## src/rtl/serial_add_pkg.sv

```systemverilog
// Shared types and sizing for the bit-serial adder controller.
package serial_add_pkg;

    localparam int DEFAULT_WIDTH = 8;
    localparam int DEFAULT_CNT_W = $clog2(DEFAULT_WIDTH);

    typedef enum logic [1:0] {
        S_IDLE = 2'd0,
        S_ADD  = 2'd1,
        S_DONE = 2'd2
    } state_e;

    // The bit counter only has to reach WIDTH-1, so clog2(WIDTH) bits suffice.
    function automatic int cnt_width(input int width);
        return $clog2(width);
    endfunction

endpackage

```

## src/rtl/full_adder.sv

```systemverilog
// One-bit full adder cell reused by word-level arithmetic wrappers.
module full_adder (
    input  logic a,
    input  logic b,
    input  logic c,
    output logic sum,
    output logic carry
);

    assign sum   = a ^ b ^ c;
    assign carry = (a & b) | (c & (a ^ b));

endmodule

```

## src/rtl/serial_add_ctrl.sv

```systemverilog
// Bit-serial adder: drives one full_adder LSB-first over WIDTH bits,
// returning sum, carry-out and signed overflow through a start/done handshake.
module serial_add_ctrl
    import serial_add_pkg::*;
#(
    parameter int WIDTH = DEFAULT_WIDTH
) (
    input  logic             clk,
    input  logic             rst,
    input  logic             start,
    input  logic [WIDTH-1:0] a,
    input  logic [WIDTH-1:0] b,
    input  logic             cin,
    output logic             busy,
    output logic             done,
    output logic [WIDTH-1:0] sum,
    output logic             cout,
    output logic             ovf
);

    localparam int               CNT_W    = cnt_width(WIDTH);
    localparam logic [CNT_W-1:0] LAST_BIT = CNT_W'(WIDTH - 1);

    state_e             state_q, state_d;
    logic [CNT_W-1:0]   cnt_q,   cnt_d;
    logic [WIDTH-1:0]   a_q,     a_d;
    logic [WIDTH-1:0]   b_q,     b_d;
    logic               carry_q, carry_d;
    logic [WIDTH-1:0]   res_q,   res_d;
    logic [WIDTH-1:0]   sum_q,   sum_d;
    logic               cout_q,  cout_d;
    logic               ovf_q,   ovf_d;

    logic               fa_sum;
    logic               fa_carry;

    full_adder u_full_adder (
        .a     (a_q[0]),
        .b     (b_q[0]),
        .c     (carry_q),
        .sum   (fa_sum),
        .carry (fa_carry)
    );

    // NOTE: sequential state uses non-blocking assignments so every register
    // samples the pre-edge value of every other register.
    always_ff @(posedge clk) begin
        if (rst) begin
            state_q <= S_IDLE;
            cnt_q   <= '0;
            a_q     <= '0;
            b_q     <= '0;
            carry_q <= 1'b0;
            res_q   <= '0;
            sum_q   <= '0;
            cout_q  <= 1'b0;
            ovf_q   <= 1'b0;
        end else begin
            state_q <= state_d;
            cnt_q   <= cnt_d;
            a_q     <= a_d;
            b_q     <= b_d;
            carry_q <= carry_d;
            res_q   <= res_d;
            sum_q   <= sum_d;
            cout_q  <= cout_d;
            ovf_q   <= ovf_d;
        end
    end

    // NOTE: every signal written here gets a default first, so no path can
    // leave one unassigned and infer a latch.
    always_comb begin
        state_d = state_q;
        cnt_d   = cnt_q;
        a_d     = a_q;
        b_d     = b_q;
        carry_d = carry_q;
        res_d   = res_q;
        sum_d   = sum_q;
        cout_d  = cout_q;
        ovf_d   = ovf_q;
        busy    = 1'b0;
        done    = 1'b0;

        unique case (state_q)
            S_IDLE, S_DONE: begin
                done    = (state_q == S_DONE);
                state_d = S_IDLE;
                if (start) begin
                    a_d     = a;
                    b_d     = b;
                    carry_d = cin;
                    cnt_d   = '0;
                    state_d = S_ADD;
                end
            end
            S_ADD: begin
                busy    = 1'b1;
                res_d   = {fa_sum, res_q[WIDTH-1:1]};
                a_d     = a_q >> 1;
                b_d     = b_q >> 1;
                carry_d = fa_carry;
                if (cnt_q == LAST_BIT) begin
                    // carry_q is the carry into the MSB on this last bit.
                    sum_d   = res_d;
                    cout_d  = fa_carry;
                    ovf_d   = carry_q ^ fa_carry;
                    state_d = S_DONE;
                end else begin
                    cnt_d = cnt_q + CNT_W'(1);
                end
            end
            default: state_d = S_IDLE;
        endcase
    end

    assign sum  = sum_q;
    assign cout = cout_q;
    assign ovf  = ovf_q;

endmodule

```

## config.mk

```make
export PLATFORM = sky130hd
export DESIGN_NAME = serial_add_ctrl
export DESIGN_NICKNAME = d
export VERILOG_FILES = /design/src/rtl/serial_add_pkg.sv /design/src/rtl/full_adder.sv /design/src/rtl/serial_add_ctrl.sv
export SDC_FILE = /design/constraint.sdc
export NUM_CORES = 1
export LEC_CHECK = 0
export CAP_MARGIN = 20
export CORE_ASPECT_RATIO = 0.75
export CORE_UTILIZATION = 53
export DETAILED_ROUTE_END_ITERATION = 16
export HOLD_SLACK_MARGIN = 0.02
export PLACE_DENSITY_LB_ADDON = 0.08
export SYNTH_ARGS = -nofsm -noshare
export SYNTH_HDL_FRONTEND = slang
export SYNTH_SLANG_ARGS = --single-unit
```

## constraint.sdc

```tcl
create_clock -name clk -period 2.8 [get_ports clk]
set_input_delay 0.42 -clock clk [delete_from_list [all_inputs] [get_ports clk]]
set_output_delay 0.42 -clock clk [all_outputs]
set_load 0.01 [all_outputs]
```

==> results of run 1 <==
-- sequential cells by signal (all words and copies together) (netlist names) --
name,cells
a_q,8
b_q,8
carry_q,1
cnt_q,3
cout,1
ovf,1
res_q,7
state_q,2
sum,8
-- layer usage --
layer  part of all wire [%]  up-vias  global-route usage [%]
li1                       -      701                       -
met1                     49      642                    29.5
met2                     45       36                    35.1
met3                    5.6        2                    6.54
met4                   0.41        0                    8.89
met5                      0        -                       0
-- report_power, final --
part / internal (mW) / leakage (nW) / switching (mW)
clock: 0.225 / 0.0515 / 0.182
combinational: 0.0599 / 0.345 / 0.0704
sequential: 0.583 / 0.318 / 0.0186
total: 0.867 / 0.715 / 0.271
-- metrics by stage --
stage	hold WS, ns	utilization [%]
CTS	0.459	72.7
global placement	0.442	69.0
detailed placement	0.449	69.0
finish	0.453	72.7
floorplan	0.432	-
global route	0.481	72.7
-- critical path, stage by stage, from the launching register on --
cell	delay [ns]
dfxtp_1	0.43
nand2b_1	0.11
inv_2	0.14
clkdlybuf4s50_1	0.55
-- how the worst max path moves through the flow --
stage	end	slack, ns	cells past startpoint
after floorplan	cnt_q[2]	1.44	5
after global placement	a_q[6]	0.92	5
after detailed placement	b_q[0]	0.88	4
after CTS	busy	0.85	3
after global routing	busy	0.78	3
final	busy	0.86	3
-- layout make-up --
cell class / count / area (um2) / share of cell area, %
flip-flops and latches: 39 / 781 / 39.7
multi-input cells: 139 / 703 / 35.8
repair buffers: 34 / 333 / 16.9
clock buffers: 8 / 100 / 5.09
well taps: 36 / 45.0 / 2.29
inverters: 1 / 3.75 / 0.191
-- cell families (layout without fill, tap and decap cells) --
logic type / after synthesis / after routing
XOR/XNOR: 1 / 1
buffers and inverters: 14 / 43
AND/OR/NAND/NOR: 97 / 97
AO/OA/AOI/OAI: 38 / 38
adder cells (fa/ha/maj): 3 / 3
flip-flops: 39 / 39
-- layout by cell type (no fill, tap or decap) --
master / count
fa_1: 1
a21oi_1: 22
nand3_1: 5
or3b_1: 1
nor3b_1: 1
clkdlybuf4s50_1: 31
nand2_1: 66
nand2b_1: 3
nor2b_1: 2
a311oi_1: 15
ha_1: 2
nand3b_1: 1
inv_2: 1
a211oi_1: 1
xnor2_1: 1
buf_4: 3
dfxtp_1: 39
and3b_1: 1
clkbuf_8: 7
nor2_1: 17
clkbuf_1: 1
==> impl_metrics.toml, run 1 <==
[timing]
skew_ns = 0.00445
final_max_slew_viol_count = 0
finalCritPeriodShare_pct = 69.3
fmax_ghz = 0.516
maxSlewHeadroom_pct = 49.3
hold_viol = 0
finalSetupViolations = 0
min_period_ns = 1.94
worst_slack_ns = 0.861
worst_pin_slew_ns = 0.760
rsz0062_at_grt = "no"
finalSetupTns_ns = 0

[routing]
first_pass_iters = 4
routed_via_density = 5.37
drtIter0Drc = 82
routed_wl_um = 3170
num_vias = 1381
ant_nets = 0
wl_per_cell_um = 12.4
drcViolationCount = 0

[critical_path]
reg2reg_depth = 3
r2r-end = "b_q[1]"
ff2ff_setup_slack_ns = 1.12
setup.worst_path.start_class = "flop"
rr_startpoint = "state_q[0]"
endpoint_kind = "output port"
setup.worst_path.start = "state_q[0]"
critPathArrivalTime_ns = 1.52
crit_type = "flop to output port"
path_max_fanout = 8
worstPathRequired_ns = 2.38

[global_route]
antenna_found_initial = 0
first_global_vias = 1209
grt-ovfl-total = 0
grtUsageTotal_pct = 22.6
grt_max_degree = 40
grt_pass1_wl_um = 5450

[pwr]
peakVddDrop_uv = 358
leakagePower_nw = 0.715
power_density_mw_per_mm2 = 579
power.total_mw = 1.14

[yosys]
ys_ff_latch = 39
synth-compound-area-share_pct = 16.0
ys.flop_type = "dfxtp_1"
synth_top_area_share_pct = 50.0
synthCells = 192
yosysMostFrequentCell = "nand2_1"
synth_top_family_by_area = "simple AND/OR/NAND/NOR gates"
syn-cell-area_mm2 = 0.00156
synth_top_area_cell = "dfxtp_1"
async_flop_share_pct = 0
synth-xor-area-share_pct = 0.561
synth_common_cells = "66 x nand2_1, 39 x dfxtp_1, 22 x a21oi_1"
avgSynthCellArea_um2 = 8.13
synth_mux_area_share_pct = 0
synth_edf_count = 0
synth_fa_ha_area_share_pct = 2.89
yosys-top-cells-area = "dfxtp_1 50%, nand2_1 16%, a311oi_1 8.4%"
syn_nets = 215
yosysSeqAreaShare_pct = 50.0
synthDistinctLibCells = 21
yosysWarnings = 0
synth-simple-area-share_pct = 25.7

[placement]
portBuffers = 31
dp.cells = 249
gp_congestion = 0.706
dpl_worst_slack_ns = 0.879
place_area_mm2 = 0.00187
dp_hpwl_um = 2060

[run_status]
run_status = "finished, final reports clean"

[clock_network]
ctsHoldBuffers = 0
cts_root_buf = "clkbuf_8"
cts_sinks = 39
clkLatencyLatePin_ns = 0.28
cts_resized = 0
clock_path_buffers = 2
cts_tree = "yes"
cts_buffers = 5
clk_pin_slew_ns = 0.07
htreeDepth = 2
post_cts_buffers = 0

[final_layout]
syn2layout_area_growth_pct = 26.0
final_area_mm2 = 0.00197
nNetsFinal = 243
fin_cells = 257
antenna_cells = 0
drive_gt1_share_pct = 4.98
fillers = 212

[min_path]
whs_endpoint = "sum[6]"
min_from = "sum[6]"
min_path_type = "flop to flop"
whs_path_depth = 2

[floorplanning]
die_w_um = 64.7
dieArea_mm2 = 0.00317
io_pins = 32
num_rows = 16
core_area_mm2 = 0.00270
initial_core_util_pct = 57.7
dieHeight_um = 49.0

[run]
maxCapViolCount = 0
Power figures use the tool's default switching activity.
==> run 2, diff against run 1 <==
- CORE_UTILIZATION: 53 -> 50
- clock period: 2.8 -> 2 ns (I/O delays scaled with it)
==> run 2 against run 1 <==
  * The flow now finishes with violations (DRC)
  * Cell count rose by 1.2%
  * Final area down 0.45%
  * Global-route usage fell by 0.79 points
  * Sequential power increased by 40%
  * Clock skew about the same
  * Non-clock buffer count rose by 1
  * First-iteration DRC count rose by 16%
  * Highest routed layer unchanged
==> impl_metrics.toml, run 2 (synthesized netlist as in run 1, its figures left out) <==
[run]
maxCapViolCount = 0

[floorplanning]
initial_core_util_pct = 52.8
dieHeight_um = 50.4
io_pins = 32
num_rows = 17
core_area_mm2 = 0.00296
dieArea_mm2 = 0.00335
die_w_um = 66.5

[timing]
worst_hold_slack_ns = 0.454
worst_slack_ns = 0.174
skew_ns = 0.00423
fmax_ghz = 0.548
worst_pin_slew_ns = 0.434
finalSetupTns_ns = 0
rsz0062_at_grt = "no"
maxSlewHeadroom_pct = 71.0
final_max_slew_viol_count = 0
hold_viol = 0
min_period_ns = 1.83
finalSetupViolations = 0
finalCritPeriodShare_pct = 91.3

[critical_path]
critPathArrivalTime_ns = 1.53
reg2reg_depth = 5
endpoint_kind = "output port"
rr_startpoint = "cnt_q[0]"
worstPathRequired_ns = 1.70
crit_type = "flop to output port"
r2r-end = "ovf"
setup.worst_path.start_class = "flop"
path_max_fanout = 8
ff2ff_setup_slack_ns = 0.48

[global_route]
grtUsageTotal_pct = 21.8
first_global_vias = 1258
grt_pass1_wl_um = 5500
grt_max_degree = 40
grt-ovfl-total = 0
antenna_found_initial = 0

[clock_network]
clk_pin_slew_ns = 0.07
cts_buffers = 5
ctsHoldBuffers = 0
post_cts_buffers = 0
cts_sinks = 39
cts_resized = 0
cts_root_buf = "clkbuf_8"
cts_tree = "yes"
htreeDepth = 2
clkLatencyLatePin_ns = 0.28
clock_path_buffers = 2

[run_status]
run_status = "finished with violations"
failed_checks = "DRC"

[routing]
num_vias = 1381
first_pass_iters = 10
drcViolationCount = 1
routed_via_density = 5.31
routed_wl_um = 3170
wl_per_cell_um = 12.2
ant_nets = 0
drtIter0Drc = 95

[final_layout]
syn2layout_area_growth_pct = 25.4
final_cell_mix = "66 x nand2_1, 39 x dfxtp_1, 31 x clkdlybuf4s50_1"
nNetsFinal = 244
final_area_mm2 = 0.00196
fin_cells = 260
drive_gt1_share_pct = 4.95
final_core_util_pct = 66.2
final_common_cell = "nand2_1"
antenna_cells = 0

[min_path]
min_path_type = "flop to flop"
whs_endpoint = "sum[5]"
min_from = "sum[5]"
whs_path_depth = 2

[placement]
dpl_worst_slack_ns = 0.365
portBuffers = 31
dp.cells = 252
gp_congestion = 0.743
place_area_mm2 = 0.00188
dp_hpwl_um = 2160

[pwr]
power_density_mw_per_mm2 = 777
peakVddDrop_uv = 510
power.total_mw = 1.52
leakagePower_nw = 0.710
run 2: cell count changes in the layout (fill, tap and decap cells not counted), sizes merged:
cell    delta
buf        +1
clkbuf     -1
clkinv     +1
run 2: power breakdown:
group | internal (mW) | total, mW | switching, mW
Clock | 0.244 | 0.496 | 0.252
Combinational | 0.0864 | 0.184 | 0.0972
Sequential | 0.816 | 0.840 | 0.0247
run 2: how the worst max path moves through the flow:
stage	cells past startpoint	to	from	slack (ns)
after floorplan	5	cnt_q[2]	cnt_q[0]	0.64
after global placement	5	a_q[4]	start	0.47
after detailed placement	5	a_q[6]	start	0.37
after CTS	3	busy	state_q[0]	0.17
after global routing	3	busy	state_q[0]	0.08
final	3	busy	state_q[0]	0.17
run 2: area by class of cell:
cell class / count / area, um2
fill: 245 / 1000
multi-input combinational: 139 / 703
sequential: 39 / 781
tap: 38 / 47.5
inverter: 1 / 3.75
timing repair buffer: 35 / 340
clock buffer: 7 / 76.3
clock inverter: 1 / 5.00
run 2: per-layer routing:
layer	vias to the layer above	part of all wire, %	GRT usage [%]
met4	0	0.69	7.45
met2	29	47	35.4
met3	2	4.2	4.77
met1	648	48	28.6
met5	-	0	0
li1	702	-	-
run 2: critical path: stages, from the launching register on:
cell and delay (ns):
dfxtp_1 0.43, nand2b_1 0.12, inv_2 0.14, clkdlybuf4s50_1 0.56
==> run 3, diff against run 2 <==
- CTS_CLUSTER_DIAMETER: unset -> 120
- SLEW_MARGIN: unset -> 0
==> results of run 3 <==
Final layout, timing and power as in run 2 (identical DEF).
